<file path="src/rtl/uart_rx_if.sv">
// Serial receive bundle: the line into the receiver and the byte/status pulses out of it.
interface uart_rx_if;
  logic       rx;
  logic [7:0] rx_data;
  logic       rx_ready;
  logic       frame_error;
  logic       parity_error;
  logic       busy;

  modport master (output rx, input rx_data, rx_ready, frame_error, parity_error, busy);
  modport slave  (input rx, output rx_data, rx_ready, frame_error, parity_error, busy);
endinterface

</file>
<file path="src/rtl/uart_rx_receiver.sv">
// 8N1 UART receiver with mid-bit sampling and break detection.
// Define UART_RX_PARITY_EN to add an even-parity bit between data and stop.
module uart_rx_receiver #(
  parameter int CLK_HZ = 100000000,
  parameter int BAUD   = 115200
) (
  input  logic     clk,
  input  logic     reset,
  uart_rx_if.slave bus
);
  localparam int          CLKS_PER_BIT = CLK_HZ / BAUD;
  localparam logic [15:0] BIT_M1       = 16'(CLKS_PER_BIT - 1);
  localparam logic [15:0] HALF_M1      = 16'(CLKS_PER_BIT / 2 - 1);

`ifdef UART_RX_PARITY_EN
  typedef enum logic [2:0] {IDLE, START, DATA, PARITY, STOP, BREAK} state_e;
`else
  typedef enum logic [2:0] {IDLE, START, DATA, STOP, BREAK} state_e;
`endif

  state_e      state_q, state_d;
  logic [15:0] timer_q, timer_d;
  logic [2:0]  idx_q, idx_d;
  logic [7:0]  shift_q, shift_d;
  logic [7:0]  rx_data_q;
  logic        s1_q, rx_s_q;
  logic [1:0]  fill_q;
  logic        arm_q, arm_d;
  logic        ok_q, ok_d, fe_q, fe_d;
  logic        rx_ready_q, frame_error_q;
`ifdef UART_RX_PARITY_EN
  logic        perr_q, perr_d, pe_q, pe_d, parity_error_q;
`endif

  always_ff @(posedge clk) begin
    if (reset) begin
      s1_q          <= 1'b1;
      rx_s_q        <= 1'b1;
      fill_q        <= 2'b00;
      arm_q         <= 1'b0;
      state_q       <= IDLE;
      timer_q       <= '0;
      idx_q         <= '0;
      shift_q       <= '0;
      rx_data_q     <= '0;
      ok_q          <= 1'b0;
      fe_q          <= 1'b0;
      rx_ready_q    <= 1'b0;
      frame_error_q <= 1'b0;
`ifdef UART_RX_PARITY_EN
      perr_q         <= 1'b0;
      pe_q           <= 1'b0;
      parity_error_q <= 1'b0;
`endif
    end else begin
      s1_q          <= bus.rx;
      rx_s_q        <= s1_q;
      fill_q        <= {fill_q[0], 1'b1};
      arm_q         <= arm_d;
      state_q       <= state_d;
      timer_q       <= timer_d;
      idx_q         <= idx_d;
      shift_q       <= shift_d;
      ok_q          <= ok_d;
      fe_q          <= fe_d;
      rx_ready_q    <= ok_q;
      frame_error_q <= fe_q;
      if (ok_q) rx_data_q <= shift_q;
`ifdef UART_RX_PARITY_EN
      perr_q         <= perr_d;
      pe_q           <= pe_d;
      parity_error_q <= pe_q;
`endif
    end
  end

  // The synchronizer resets to idle-high, so a line held low across reset must be
  // seen high once through a refilled synchronizer before a start bit is accepted.
  always_comb begin
    state_d = state_q;
    timer_d = timer_q;
    idx_d   = idx_q;
    shift_d = shift_q;
    arm_d   = arm_q | (fill_q[1] & rx_s_q);
    ok_d    = 1'b0;
    fe_d    = 1'b0;
`ifdef UART_RX_PARITY_EN
    perr_d  = perr_q;
    pe_d    = 1'b0;
`endif
    case (state_q)
      IDLE: if (arm_q && !rx_s_q) begin
        state_d = START;
        timer_d = '0;
      end
      START: if (timer_q == HALF_M1) begin
        timer_d = '0;
        idx_d   = '0;
        state_d = rx_s_q ? IDLE : DATA;
`ifdef UART_RX_PARITY_EN
        perr_d  = 1'b0;
`endif
      end else timer_d = timer_q + 16'd1;
      DATA: if (timer_q == BIT_M1) begin
        timer_d        = '0;
        shift_d[idx_q] = rx_s_q;
        idx_d          = idx_q + 3'd1;
`ifdef UART_RX_PARITY_EN
        if (idx_q == 3'd7) state_d = PARITY;
`else
        if (idx_q == 3'd7) state_d = STOP;
`endif
      end else timer_d = timer_q + 16'd1;
`ifdef UART_RX_PARITY_EN
      PARITY: if (timer_q == BIT_M1) begin
        timer_d = '0;
        perr_d  = rx_s_q != ^shift_q;
        state_d = STOP;
      end else timer_d = timer_q + 16'd1;
`endif
      STOP: if (timer_q == BIT_M1) begin
        timer_d = '0;
        if (!rx_s_q) begin
          fe_d    = 1'b1;
          state_d = BREAK;
        end else begin
          state_d = IDLE;
`ifdef UART_RX_PARITY_EN
          pe_d    = perr_q;
          ok_d    = !perr_q;
`else
          ok_d    = 1'b1;
`endif
        end
      end else timer_d = timer_q + 16'd1;
      BREAK: if (rx_s_q) state_d = IDLE;
      default: state_d = IDLE;
    endcase
  end

  assign bus.rx_data     = rx_data_q;
  assign bus.rx_ready    = rx_ready_q;
  assign bus.frame_error = frame_error_q;
  assign bus.busy        = state_q != IDLE;
`ifdef UART_RX_PARITY_EN
  assign bus.parity_error = parity_error_q;
`else
  assign bus.parity_error = 1'b0;
`endif
endmodule

</file>
<file path="src/flat_wrapper.sv">
// flat-port wrapper written by rule: the top's interface ports become plain ports
module uart_rx_receiver_flat 
#(
  parameter int CLK_HZ = 100000000,
  parameter int BAUD   = 115200
)
  (clk, reset, bus_rx, bus_rx_data, bus_rx_ready, bus_frame_error, bus_parity_error, bus_busy);
  uart_rx_if bus_i ();
  input  logic clk;
  input  logic reset;
  input wire logic [$bits(bus_i.rx)-1:0] bus_rx;
  output wire logic [$bits(bus_i.rx_data)-1:0] bus_rx_data;
  output wire logic [$bits(bus_i.rx_ready)-1:0] bus_rx_ready;
  output wire logic [$bits(bus_i.frame_error)-1:0] bus_frame_error;
  output wire logic [$bits(bus_i.parity_error)-1:0] bus_parity_error;
  output wire logic [$bits(bus_i.busy)-1:0] bus_busy;
  assign bus_i.rx = bus_rx;
  assign bus_rx_data = bus_i.rx_data;
  assign bus_rx_ready = bus_i.rx_ready;
  assign bus_frame_error = bus_i.frame_error;
  assign bus_parity_error = bus_i.parity_error;
  assign bus_busy = bus_i.busy;
  uart_rx_receiver #(.CLK_HZ(CLK_HZ), .BAUD(BAUD)) u_core (.clk(clk), .reset(reset), .bus(bus_i));
endmodule
</file>
<file path="config.mk">
export PLATFORM = sky130hd
export DESIGN_NAME = uart_rx_receiver_flat
export DESIGN_NICKNAME = d
export VERILOG_FILES = /design/src/rtl/uart_rx_if.sv /design/src/rtl/uart_rx_receiver.sv /design/src/flat_wrapper.sv
export SDC_FILE = /design/constraint.sdc
export NUM_CORES = 1
export LEC_CHECK = 0
export CORE_MARGIN = 2
export CORE_UTILIZATION = 52
export CTS_CLUSTER_DIAMETER = 50
export CTS_CLUSTER_SIZE = 24
export DETAILED_ROUTE_END_ITERATION = 16
export GPL_ROUTABILITY_DRIVEN = 0
export PLACE_DENSITY = 0.74
export RECOVER_POWER = 50
export SYNTH_ARGS = -nofsm -noshare
export SYNTH_HDL_FRONTEND = slang
export SYNTH_SLANG_ARGS = --single-unit
</file>
<file path="constraint.sdc">
create_clock -name clk -period 2.2 [get_ports clk]
set_clock_uncertainty 0.05 [all_clocks]
set_input_delay 0.44 -clock clk [delete_from_list [all_inputs] [get_ports clk]]
set_output_delay 0.44 -clock clk [all_outputs]
set_load 0.02 [all_outputs]
</file>
==> impl_metrics.json <==
{
  "status": "finished, final reports clean",
  "routed_wl_um": 5050,
  "track_usage": 0.208,
  "port_buffers": 13,
  "slew_headroom": 0.586,
  "finalSetupViolCount": 0,
  "synthToLayoutAreaGrowth_pct": 25.3,
  "p_switching_mw": 0.339,
  "cts_tree": "yes",
  "core_region_area_um2": 4090,
  "fmax_mhz": 456,
  "synth_area_leaders": "dfxtp_1 (42%), mux2i_1 (7.1%), nor2_1 (5.3%), nand2_1 (3.8%), nand4_1 (3.6%)",
  "netlist_area_um2": 2260,
  "synth.largest_area_cell": "dfxtp_1",
  "ant_nets": 0,
  "cp-end-kind": "register",
  "yosysWarnings": 0,
  "preCtsSetupSlack_ps": -1.66,
  "cts_buffers": 5,
  "wl_met2_um": 2210,
  "drt_iter0_drc": 163,
  "grt_pass1_wl_um": 8100,
  "rsz0062_at_grt": "true",
  "antenna_found_initial": 0,
  "maxCapViolCount": 0,
  "highest_layer": "met4",
  "first_global_vias": 1751,
  "avgViaCountPerCell": 5.75,
  "drc": 0,
  "die_area_um2": 4900,
  "ys_ff_latch": 47,
  "final_util": 0.694,
  "vias": 2054,
  "startpoint_type": "register",
  "synth_area_per_cell_um2": 8.51,
  "synthesis.nets": 273,
  "yosysUniqueCellTypes": 48,
  "layout_setup_ws_ps": 8.38,
  "hold_path.class": "reg2reg",
  "r2r_cells": 8,
  "start_util": 0.554,
  "grt-ovfl-total": 0,
  "dpl.hpwl_um": 3340,
  "hold_viol": 0,
  "slowest_stage": "or4bb_4",
  "crit_top_cell": "buf_6",
  "cp.arrival_ps": 2310,
  "p_total_mw": 1.43,
  "synthCells": 266,
  "p_leak_nw": 1.14,
  "crit_chain": "buf_6 > or4bb_4 > nor4_4 > buf_4 > o22ai_4 > buf_6 > or4b_1 > a31oi_1",
  "wl_per_cell_um": 14.1,
  "cp.required_ps": 2320,
  "synth_edf_count": 0,
  "criticalPathCategory": "reg2reg",
  "clockBufferDepth": 2,
  "swShare": 0.237,
  "die_y_um": 70.0,
  "path_buf_inv": 3,
  "power_density_nw_per_um2": 505,
  "synth_top_area_frac": 0.416,
  "cts-root-buf": "clkbuf_8",
  "min_path_cells": 1,
  "ios": 15,
  "wirelength_met1_um": 2470,
  "diodes": 0,
  "path_delay_family": "simple AND/OR/NAND/NOR gates",
  "vdd_drop_max_mv": 0.463,
  "cts_sinks": 47,
  "combPwrFrac": 0.041,
  "grt_max_degree": 32,
  "die_w_um": 70.0,
  "tightest_slew_ps": 621,
  "slew_violations": 0,
  "critical-path-max-stage-delay_ps": 550,
  "h-tree-depth": 2,
  "path_depth": 8,
  "sequentialPowerShare": 0.598,
  "clkTransAtPathRegs_ps": 90,
  "placementRows": 23,
  "crit_path_max_fanout": 7,
  "fin_nets": 314,
  "finalCritPeriodShare": 0.996,
  "synth.yosys.seq_area_share": 0.416,
  "ys.flop_type": "dfxtp_1",
  "dr.pass1.iters": 4,
  "p_clk_frac": 0.361,
  "clkLatencyLatePin_ps": 310,
  "p_int_mw": 1.09,
  "period_minus_slack_ps": 2190,
  "synthArstFlopShare": 0,
  "hold_buffers": 0,
  "dr_wl_met3_um": 278,
  "drive_above_1_share": 0.208
}
[power by group through the flow]
stage / registers [mW] / logic [mW] / clock network (mW)
global route: 0.858 / 0.0647 / 0.554
detailed placement: 0.877 / 0.0556 / 0
finish: 0.857 / 0.0583 / 0.516
floorplan: 0.876 / 0.0361 / 0
global placement: 0.877 / 0.0549 / 0
CTS: 0.857 / 0.0559 / 0.525
[cell families (layout without fill, tap and decap cells)]
kind of cell	count (synthesis)	in the layout	share of synthesized area
adder cells (fa/ha/maj)	4	4	0.0221
flip-flops	47	47	0.416
AO/OA/AOI/OAI	43	43	0.127
AND/OR/NAND/NOR	126	126	0.312
multiplexers	16	16	0.0708
other	1	1	0.00166
buffers and inverters	29	70	0.0503
[flip-flops by register name (all words and copies together) (netlist names)]
signal and count:
u_core.idx_q 3, u_core.ok_q 1, u_core.fill_q 2, u_core.bus.frame_error 1
u_core.fe_q 1, u_core.shift_q 8, u_core.arm_q 1, u_core.bus.rx_ready 1
u_core.timer_q 16, u_core.bus.rx_data 8, u_core.state_q 3, u_core.s1_q 1
u_core.rx_s_q 1
[worst paths after layout]
path / start / slack (ps) / endpoint
worst max-delay path: u_core.timer_q[4] / 8 / u_core.timer_q[12]
worst min-delay path: u_core.s1_q / 370 / u_core.rx_s_q
worst max register to register: u_core.timer_q[4] / 8 / u_core.timer_q[12]
worst min register to register: u_core.s1_q / 370 / u_core.rx_s_q
[synth_stat cells (all sizes together), types with 2 or more instances]
| cell type | count |
|---|---|
| nor2b | 3 |
| o21ai | 7 |
| a31oi | 5 |
| o21a | 3 |
| or2 | 4 |
| nand4b | 4 |
| and3 | 4 |
| clkbuf | 14 |
| nor2 | 32 |
| and2 | 3 |
| a21oi | 12 |
| mux2i | 16 |
| o41ai | 2 |
| or4bb | 2 |
| nor3b | 2 |
| nand3 | 14 |
| nand4 | 13 |
| ha | 4 |
| nand2b | 2 |
| and4 | 3 |
| or4 | 2 |
| o22ai | 3 |
| buf | 3 |
| nand3b | 2 |
| nand2 | 23 |
| nor3 | 4 |
| inv | 12 |
| dfxtp | 47 |
| nor4 | 6 |
| a21o | 3 |
[placed cells by master, fill, tap and decap left out, types with 3 or more instances in the layout]
| cell type | instances |
|---|---|
| dfxtp_1 | 43 |
| nor2_1 | 32 |
| buf_4 | 31 |
| nand2_1 | 23 |
| mux2i_1 | 16 |
| nand3_1 | 14 |
| nand4_1 | 13 |
| a21oi_1 | 12 |
| inv_1 | 11 |
| dlygate4sd3_1 | 10 |
| a31oi_1 | 5 |
| clkbuf_8 | 5 |
| buf_6 | 5 |
| nor4_1 | 4 |
| nor3_1 | 4 |
| and3_1 | 4 |
| o21ai_1 | 4 |
| nand4b_1 | 4 |
| a21o_1 | 3 |
| or2_2 | 3 |
| and2_1 | 3 |
| o21a_1 | 3 |
| o21ai_0 | 3 |
| and4_1 | 3 |
| nor2b_1 | 3 |
| clkdlybuf4s50_1 | 3 |
[per-layer routing]
| metal | track usage | vias up |
|---|---|---|
| met3 | 0.0361 | 8 |
| met5 | 0 | - |
| met2 | 0.309 | 47 |
| met1 | 0.291 | 969 |
| met4 | 0.103 | 0 |
| li1 | - | 1030 |
[metrics by stage]
| step | hold WS (ps) | area (µm²) | std cells | setup TNS (ps) |
|---|---|---|---|---|
| 2_1_floorplan | 339 | 2290 | 266 | 0 |
| 3_3_place_gp | 342 | 2610 | 339 | 0 |
| 3_5_place_dp | 354 | 2610 | 339 | -1.66 |
| 4_1_cts | 378 | 2710 | 347 | 0 |
| 5_1_grt | 385 | 2840 | 357 | -311 |
| 6_report | 368 | 2840 | 357 | 0 |
[repair_timing]
item	CTS	global route
buffers inserted	1	10
setup endpoints to repair	2	26
pin swaps	0	8
gates cloned	0	0
gates resized for setup	1	13
[cell type report]
cell class	instances	area, µm²
Inverter	12	45.0
Tap cell	50	62.6
Fill cell	317	1250
Multi-Input combinational cell	190	1260
Clock inverter	2	13.8
Timing Repair Buffer	51	432
Sequential cell	47	951
Clock buffer	5	68.8
Power figures use the tool's default switching activity.
